File: config.mk
export PLATFORM = sky130hd
export DESIGN_NAME = shift_sequencer
export DESIGN_NICKNAME = d
export VERILOG_FILES = /design/src/rtl/shift_sequencer.sv
export SDC_FILE = /design/constraint.sdc
export NUM_CORES = 1
export LEC_CHECK = 0
export BUFFER_PORTS_ARGS = -buffer_cell sky130_fd_sc_hd__buf_4
export CAP_MARGIN = 30
export CORE_UTILIZATION = 37
export DETAILED_ROUTE_END_ITERATION = 10
export MAX_ROUTING_LAYER = met4
export PLACE_DENSITY = 0.8
export SLEW_MARGIN = 10
export SYNTH_ARGS = -nofsm -noshare
export SYNTH_HDL_FRONTEND = slang
export SYNTH_SLANG_ARGS = --single-unit
export TNS_END_PERCENT = 5
File: constraint.sdc
create_clock -name clk -period 1.25 [get_ports clk]
set_input_delay 0 -clock clk [delete_from_list [all_inputs] [get_ports clk]]
set_output_delay 0 -clock clk [all_outputs]
set_load 0.02 [all_outputs]
File: src/rtl/shift_sequencer.sv
// ============================================================================
// Module   : shift_sequencer
// Purpose  : Sequences repeated one-hot control pulses to an external register.
// Revision : 1.0
// ============================================================================
`default_nettype none

module shift_sequencer #(
   parameter int DATA_WIDTH = 16,
   parameter int CNT_WIDTH  = 4
) (
   input  logic                  clk,
   input  logic                  rst_n,
   // command side
   input  logic                  cmd_valid,
   output logic                  cmd_ready,
   input  logic [2:0]            cmd_op,
   input  logic [CNT_WIDTH-1:0]  cmd_cnt,
   input  logic [DATA_WIDTH-1:0] cmd_data,
   input  logic                  cmd_fill,
   input  logic                  abort,
   // register side
   input  logic [DATA_WIDTH-1:0] reg_q,
   output logic                  cl,
   output logic                  ld,
   output logic                  inc,
   output logic                  dec,
   output logic                  sr,
   output logic                  sl,
   output logic                  ir,
   output logic                  il,
   output logic [DATA_WIDTH-1:0] data,
   // status
   output logic                  busy,
   output logic                  done
);

   typedef enum logic [1:0] {
      S_IDLE = 2'd0,
      S_EXEC = 2'd1,
      S_DONE = 2'd2
   } state_t;

   localparam logic [2:0] c_OP_CLR  = 3'd0;
   localparam logic [2:0] c_OP_LOAD = 3'd1;
   localparam logic [2:0] c_OP_INC  = 3'd2;
   localparam logic [2:0] c_OP_DEC  = 3'd3;
   localparam logic [2:0] c_OP_SHR  = 3'd4;
   localparam logic [2:0] c_OP_SHL  = 3'd5;
   localparam logic [2:0] c_OP_ROR  = 3'd6;
   localparam logic [2:0] c_OP_ROL  = 3'd7;

   localparam logic [CNT_WIDTH-1:0] c_CNT_ONE = CNT_WIDTH'(1);

   state_t                  r_state;
   state_t                  w_state_nxt;
   logic [2:0]              r_op;
   logic [CNT_WIDTH-1:0]    r_cnt;
   logic [DATA_WIDTH-1:0]   r_data;
   logic                    r_fill;
   logic [CNT_WIDTH-1:0]    w_load_cnt;
   logic                    w_accept;
   logic                    w_unused_reg_bits;

   // CLR and LOAD always run for one cycle; the repeat count only applies to ops 2-7
   assign w_load_cnt = ((cmd_op == c_OP_CLR) || (cmd_op == c_OP_LOAD)) ? c_CNT_ONE : cmd_cnt;
   assign w_accept   = cmd_valid && cmd_ready;

   assign w_unused_reg_bits = ^reg_q;

   always_ff @(posedge clk) begin
      if (!rst_n) begin
         r_state <= S_IDLE;
         r_op    <= 3'd0;
         r_cnt   <= '0;
         r_data  <= '0;
         r_fill  <= 1'b0;
      end else begin
         r_state <= w_state_nxt;
         if (w_accept) begin
            r_op   <= cmd_op;
            r_cnt  <= w_load_cnt;
            r_data <= cmd_data;
            r_fill <= cmd_fill;
         end else if (r_state == S_EXEC) begin
            r_cnt <= r_cnt - c_CNT_ONE;
         end
      end
   end

   always_comb begin
      w_state_nxt = r_state;
      cmd_ready   = 1'b0;
      busy        = 1'b1;
      done        = 1'b0;
      cl          = 1'b0;
      ld          = 1'b0;
      inc         = 1'b0;
      dec         = 1'b0;
      sr          = 1'b0;
      sl          = 1'b0;
      ir          = 1'b0;
      il          = 1'b0;
      data        = '0;

      case (r_state)
         S_IDLE: begin
            cmd_ready = 1'b1;
            busy      = 1'b0;
            if (cmd_valid) begin
               w_state_nxt = (w_load_cnt == '0) ? S_DONE : S_EXEC;
            end
         end

         S_EXEC: begin
            // serial inputs read reg_q live so each rotate step sees the prior step's result
            case (r_op)
               c_OP_SHR: ir = r_fill;
               c_OP_ROR: ir = reg_q[0];
               c_OP_SHL: il = r_fill;
               c_OP_ROL: il = reg_q[DATA_WIDTH-1];
               default: ;
            endcase
            if (r_op == c_OP_LOAD) begin
               data = r_data;
            end

            if (abort) begin
               // the abort cycle itself is the completion cycle: pulse done, no control
               done        = 1'b1;
               w_state_nxt = S_IDLE;
            end else begin
               case (r_op)
                  c_OP_CLR:           cl  = 1'b1;
                  c_OP_LOAD:          ld  = 1'b1;
                  c_OP_INC:           inc = 1'b1;
                  c_OP_DEC:           dec = 1'b1;
                  c_OP_SHR, c_OP_ROR: sr  = 1'b1;
                  c_OP_SHL, c_OP_ROL: sl  = 1'b1;
                  default: ;
               endcase
               if (r_cnt == c_CNT_ONE) begin
                  w_state_nxt = S_DONE;
               end
            end
         end

         S_DONE: begin
            done        = 1'b1;
            w_state_nxt = S_IDLE;
         end

         default: begin
            w_state_nxt = S_IDLE;
         end
      endcase
   end

endmodule

`default_nettype wire

==> results.cfg, run 1 <==
[timing]
post-route-period-util_pct = 116.9
fin_worst_skew_ns = 0.005762
finalHoldViolations = 1
worst_slack_ns = -0.2114
whs_ns = -0.001369
min_period_ns = 1.461
finalMaxSlewViolations = 0
setup_violations = 32
fmax_ghz = 0.6843
worst_pin_slew_ns = 0.2411
grt_setup_unrepaired = yes
relSlewSlack_pct = 83.93

[final_layout]
fill_cells = 309
syn_to_final_growth_pct = 65.70
nNetsFinal = 301
finalNonFillerCells = 299
post-route-util_pct = 64.22
n_antenna_cell = 0
drive_above_1_share_pct = 41.83
fin_area_sq_um = 2351
seq_area_sq_um = 528.0
multi_input_area_sq_um = 874.6

[min_path]
hold_path.class = in -> reg
hold_start = cmd_op[1]
holdPathEnd = r_op[1]
worstHoldPathCells = 3

[global_route]
grt_first_pass_wirelength_mm = 5.692
grt_max_degree = 29
grt_pass1_vias = 1284
grt-ovfl-total = 0
track_usage_pct = 18.21
antenna_found_initial = 0

[routing]
dr.pass1.iters = 4
highest_layer = met4
drt-vias-per-instance = 4.662
wl_per_cell_um = 11.80
first_iter_violations = 29
drc = 0
vias = 1394
wl_mm = 3.529
wl_met1_mm = 1.568
wl_met2_mm = 1.830
ant_nets = 0
met3_length_um = 110

[die]
rows = 22
die_w_um = 63.93
ios = 71
die_h_um = 63.93
dieArea_sq_um = 4086
start_util_pct = 38.76
core_area_sq_um = 3661

[clock_tree]
cts_made_buffers = 3
clock-sinks = 26
cts_tree = yes
root_buffer = clkbuf_8
cts_max_level = 1
cts_max_path_buffers = 2
clk_latency_ns = 0.27
post_cts_buffers = 0
cts.clk_slew.worst_paths_ns = 0.09

[yosys]
synth_cell_types = 35
syn_inst = 172
yosysMostFrequentCell = nand2_1
synth.avg_cell_area_sq_um = 8.249
ys_top_cells_by_area = dfxtp_1 37%, nand2_1 13%, a21boi_0 12%
yosys_most_used_dff = dfxtp_1
ys_seq_area_share_pct = 36.68
syn-num-nets = 221
yosysTopAreaCell = dfxtp_1
synth_commonest_cells = 48 x nand2_1, 26 x dfxtp_1, 23 x a21boi_0
synth_area_sq_um = 1419
ys_warn_count = 0
async_flop_share_pct = 0
synth_edf_count = 0
synth-seq-cells = 26
synth_top_area_share_pct = 36.68

[power]
peakVddDrop_mv = 0.7178
totalPowerFinal_mw = 2.324
leakage_nw = 1.010
power_density_nw_per_um2 = 988.5

[placement]
place.port_buffers = 56
place_area_sq_um = 1969
gp_congestion = 0.7888
dp_hpwl_mm = 2.522
dp.cells = 277

[outcome]
outcome = complete, but fails checks
violations = hold timing, setup timing

[setup_path]
r2r_start = r_state[0]
arrival_ns = 1.46
rr_worst_depth = 5
required_ns = 1.25
r2r-end = r_state[1]
endpoint_kind = output pin
path_max_fanout = 16
reg2reg_slack_ns = -0.05
start_kind = register
worstSetupPathType = reg -> out

[flow_run]
drv_cap = 0
[placed cells by master, fill, tap and decap left out, types with 2 or more instances in the layout]
cell type	count
dlygate4sd3_1	18
and2_1	2
o22ai_1	3
inv_1	4
a21boi_1	5
xnor2_1	2
nand2_1	47
and2_2	13
dfxtp_1	22
buf_6	20
nor2_1	3
nor3b_2	3
dfxtp_2	3
nand3b_1	3
mux2i_1	2
a21boi_0	18
clkbuf_8	3
buf_4	47
buf_12	2
o211ai_1	2
ha_1	3
and2_4	2
[what timing repair did]
item,in CTS,in global routing
hold buffers,17,1
setup endpoints to repair,51,51
endpoints found under the hold margin,17,1
gates resized for setup,19,22
[report_power, final]
part	internal [mW]	switching, mW
clock network	0.429	0.262
logic	0.359	0.304
registers	0.912	0.0586
total	1.70	0.625
[worst max path at each step]
stage | depth (start not counted) | slack [ns] | startpoint | to
final | 6 | -0.21 | r_state[1] | data[9]
after global routing | 6 | -0.31 | r_state[1] | data[10]
after CTS | 6 | -0.22 | r_state[1] | data[9]
after detailed placement | 6 | -0.15 | r_state[0] | r_data[15]
after global placement | 6 | -0.05 | r_state[1] | r_cnt[2]
after floorplan | 5 | -0.1 | r_state[0] | r_state[1]
[cell families (layout without fill, tap and decap cells)]
| group | count (synthesis) | after routing | synth area share, % |
|---|---|---|---|
| AO/OA/AOI/OAI | 34 | 34 | 17.90 |
| multiplexers | 2 | 2 | 1.411 |
| buffers and inverters | 17 | 96 | 5.644 |
| AND/OR/NAND/NOR | 86 | 86 | 32.72 |
| flip-flops | 26 | 26 | 36.68 |
| XOR/XNOR | 2 | 2 | 1.235 |
| adder cells (fa/ha/maj) | 5 | 5 | 4.409 |
[sequential cells by signal, indices dropped and copies added (netlist names)]
| name | flops |
|---|---|
| r_data | 16 |
| r_cnt | 4 |
| r_op | 3 |
| r_state | 2 |
| r_fill | 1 |
[routing by layer]
| layer | global-route usage [%] | vias to the layer above |
|---|---|---|
| met1 | 21.92 | 635 |
| met2 | 31.78 | 29 |
| li1 | - | 726 |
| met3 | 3.214 | 4 |
| met5 | - | - |
| met4 | 3.409 | 0 |
[worst max-delay path, cell delays in order (launching register included)]
cell and delay (ns):
dfxtp_2 0.33, inv_2 0.07, ha_4 0.15, nor3b_4 0.22
buf_12 0.16, and2_2 0.15, buf_6 0.11
[stage by stage]
stage | TNS [ns] | setup slack [ns]
floorplan | -1.692 | -0.09595
global placement | -0.7707 | -0.04561
detailed placement | -1.928 | -0.1452
CTS | -4.438 | -0.2214
global route | -7.989 | -0.3059
finish | -4.061 | -0.2114
[cell type report]
class,count,share of cell area (%)
clock buffer,3,1.756
timing repair buffer,87,33.95
sequential,26,22.46
tap,48,2.555
multi-input combinational,129,37.20
clock inverter,1,1.277
inverter,5,0.7983
Power figures use the tool's default switching activity.
==> inputs of run 2 (changes only) <==
--- a/config.mk
+++ b/config.mk
@@ -5,10 +5,12 @@
 export SDC_FILE = /design/constraint.sdc
 export NUM_CORES = 1
 export LEC_CHECK = 0
+export ABC_AREA = 1
 export BUFFER_PORTS_ARGS = -buffer_cell sky130_fd_sc_hd__buf_4
 export CAP_MARGIN = 30
 export CORE_UTILIZATION = 37
 export DETAILED_ROUTE_END_ITERATION = 10
+export HOLD_SLACK_MARGIN = 0.05
 export MAX_ROUTING_LAYER = met4
 export PLACE_DENSITY = 0.8
 export SLEW_MARGIN = 10
==> results.cfg, run 2 <==
[flow_run]
drv_cap = 0

[clock_tree]
cts_tree = yes
cts_max_level = 1
clock-sinks = 26
cts_made_buffers = 3
cts.clk_slew.worst_paths_ns = 0.09
cts_max_path_buffers = 2
clk_latency_ns = 0.27
root_buffer = clkbuf_8

[global_route]
grt-ovfl-total = 0
top_usage_layer = met2
grt_max_degree = 25
grt_first_pass_wirelength_mm = 6.058
grt_pass1_vias = 1417
antenna_found_initial = 0
use_met2_pct = 34.24
use_met1_pct = 23.17
grt_use_met3_pct = 1.825
track_usage_pct = 19.45

[die]
die_h_um = 62.83
die_w_um = 62.83
core_area_sq_um = 3442
rows = 21
start_util_pct = 39.77
ios = 71
dieArea_sq_um = 3947

[setup_path]
worstSetupPathType = reg -> out
r2r-end = r_state[1]
start_kind = register
arrival_ns = 1.39
reg2reg_slack_ns = -0.06
path_max_fanout = 4
r2r_start = r_state[1]
crit_end = sl
required_ns = 1.25
cp-startpoint = r_state[1]
endpoint_kind = output pin
rr_worst_depth = 11

[yosys]
async_flop_share_pct = 0
synth_edf_count = 0
synth-seq-cells = 26
synth_area_sq_um = 1369
synth_cell_types = 25
synth_commonest_cells = 66 x nor2_1, 31 x nand2_1, 26 x dfxtp_1
synth.avg_cell_area_sq_um = 6.549
syn_inst = 209
syn-num-nets = 258
ys_top_cells_by_area = dfxtp_1 38%, nor2_1 18%, nand2_1 8.5%
yosys_most_used_dff = dfxtp_1
ys_warn_count = 0
ys_seq_area_share_pct = 38.03
synth_top_area_share_pct = 38.03
yosysTopAreaCell = dfxtp_1
yosysMostFrequentCell = nor2_1

[min_path]
hold_path.class = in -> reg

[timing]
worst_pin_slew_ns = 0.2531
fin_worst_skew_ns = 0.005583
post-route-period-util_pct = 111.5
fmax_ghz = 0.7172
relSlewSlack_pct = 83.06
worst_slack_ns = -0.1443
finalHoldViolations = 0
finalMaxSlewViolations = 0
setup_violations = 29
grt_setup_unrepaired = yes
whs_ns = 0.08907
min_period_ns = 1.394

[placement]
place.port_buffers = 56
gp_congestion = 0.8325
dp_hpwl_mm = 2.541

[power]
leakage_nw = 1.038
totalPowerFinal_mw = 2.240
power_density_nw_per_um2 = 956.8
peakVddDrop_mv = 0.5017

[routing]
first_iter_violations = 78
wl_per_cell_um = 11.58
wl_mm = 3.962
ant_nets = 0
drt-vias-per-instance = 4.705
dr.pass1.iters = 4
vias = 1609
drc = 0

[final_layout]
syn_to_final_growth_pct = 71.02
final_common_cell = buf_4
drive_above_1_share_pct = 36.82
reg_top3 = r_data x16, r_cnt x4, r_op x3
largest_reg_flops = 16
final_cell_mix = 64 x buf_4, 61 x nor2_1, 24 x nand2_1, 24 x dfxtp_1, 23 x dlygate4sd3_1
regMostFlops = r_data
nNetsFinal = 346
n_antenna_cell = 0

[outcome]
outcome = complete, but fails checks
violations = setup timing
-- run 2: area by class of cell --
| class | count | area (sq um) |
|---|---|---|
| Multi-Input combinational cell | 158 | 834.6 |
| Clock buffer | 4 | 55.05 |
| Tap cell | 46 | 57.56 |
| Inverter | 14 | 55.05 |
| Timing Repair Buffer | 94 | 815.8 |
| Fill cell | 300 | 1101 |
| Sequential cell | 26 | 523.0 |
-- run 2: timing repair --
item / CTS / global route
hold buffers: 23 / 0
endpoints found under the setup margin: 41 / 50
gates cloned: 0 / 1
resized for setup: 15 / 22
endpoints found under the hold margin: 23 / 0
setup buffers: 3 / 0
pin swaps: 12 / 6
-- run 2: power by group --
| part | leakage, nW | total [mW] | switching (mW) | internal (mW) |
|---|---|---|---|---|
| registers | 0.216 | 0.978 | 0.0605 | 0.917 |
| clock network | 0.0288 | 0.543 | 0.262 | 0.281 |
| logic | 0.793 | 0.719 | 0.368 | 0.351 |
-- run 2: worst min-delay path by stage --
stage | slack [ns] | cells after the start | from | end
finish | 0.09 | 3 | rst_n | r_data[14]
global route | 0.10 | 3 | rst_n | r_data[14]
CTS | 0.09 | 3 | rst_n | r_data[8]
detailed placement | 0.24 | 3 | cmd_data[0] | r_data[0]
global placement | 0.24 | 3 | cmd_data[5] | r_data[5]
floorplan | 0.05 | 1 | abort | sl
-- run 2: metrics by stage --
step	instance area, sq um	util, %	cells	TNS, ns	worst slack, ns
3_3_place_gp	1873	54.42	311	0	0.0003355
4_1_cts	2242	65.14	341	-2.313	-0.1416
6_report	2341	68.01	342	-2.325	-0.1443
3_5_place_dp	1873	54.42	311	-0.2716	-0.06288
2_1_floorplan	1376	-	209	-0.7937	-0.08577
5_1_grt	2341	68.01	342	-5.476	-0.2085
-- run 2: critical path, cell delays in order, from the launching register on --
cell and delay (ns):
dfxtp_2 0.33, inv_2 0.07, ha_4 0.16, buf_8 0.14, nand2_4 0.07, nor3b_2 0.19
buf_4 0.17
-- run 2: logic make-up after synthesis --
| family | after synthesis | share of synthesized area, % |
|---|---|---|
| xor+xnor | 1 | 0.6400 |
| simple gates | 114 | 34.10 |
| compound gates | 38 | 14.17 |
| flops | 26 | 38.03 |
| fa+ha+maj | 5 | 4.570 |
| buf+inv | 25 | 8.500 |
-- run 2: layer usage --
layer / routed length (um) / share of wire, %
met3: 101 / 2.5
met1: 1714 / 43
met5: 0 / 0
met4: 38 / 0.96
met2: 2107 / 53
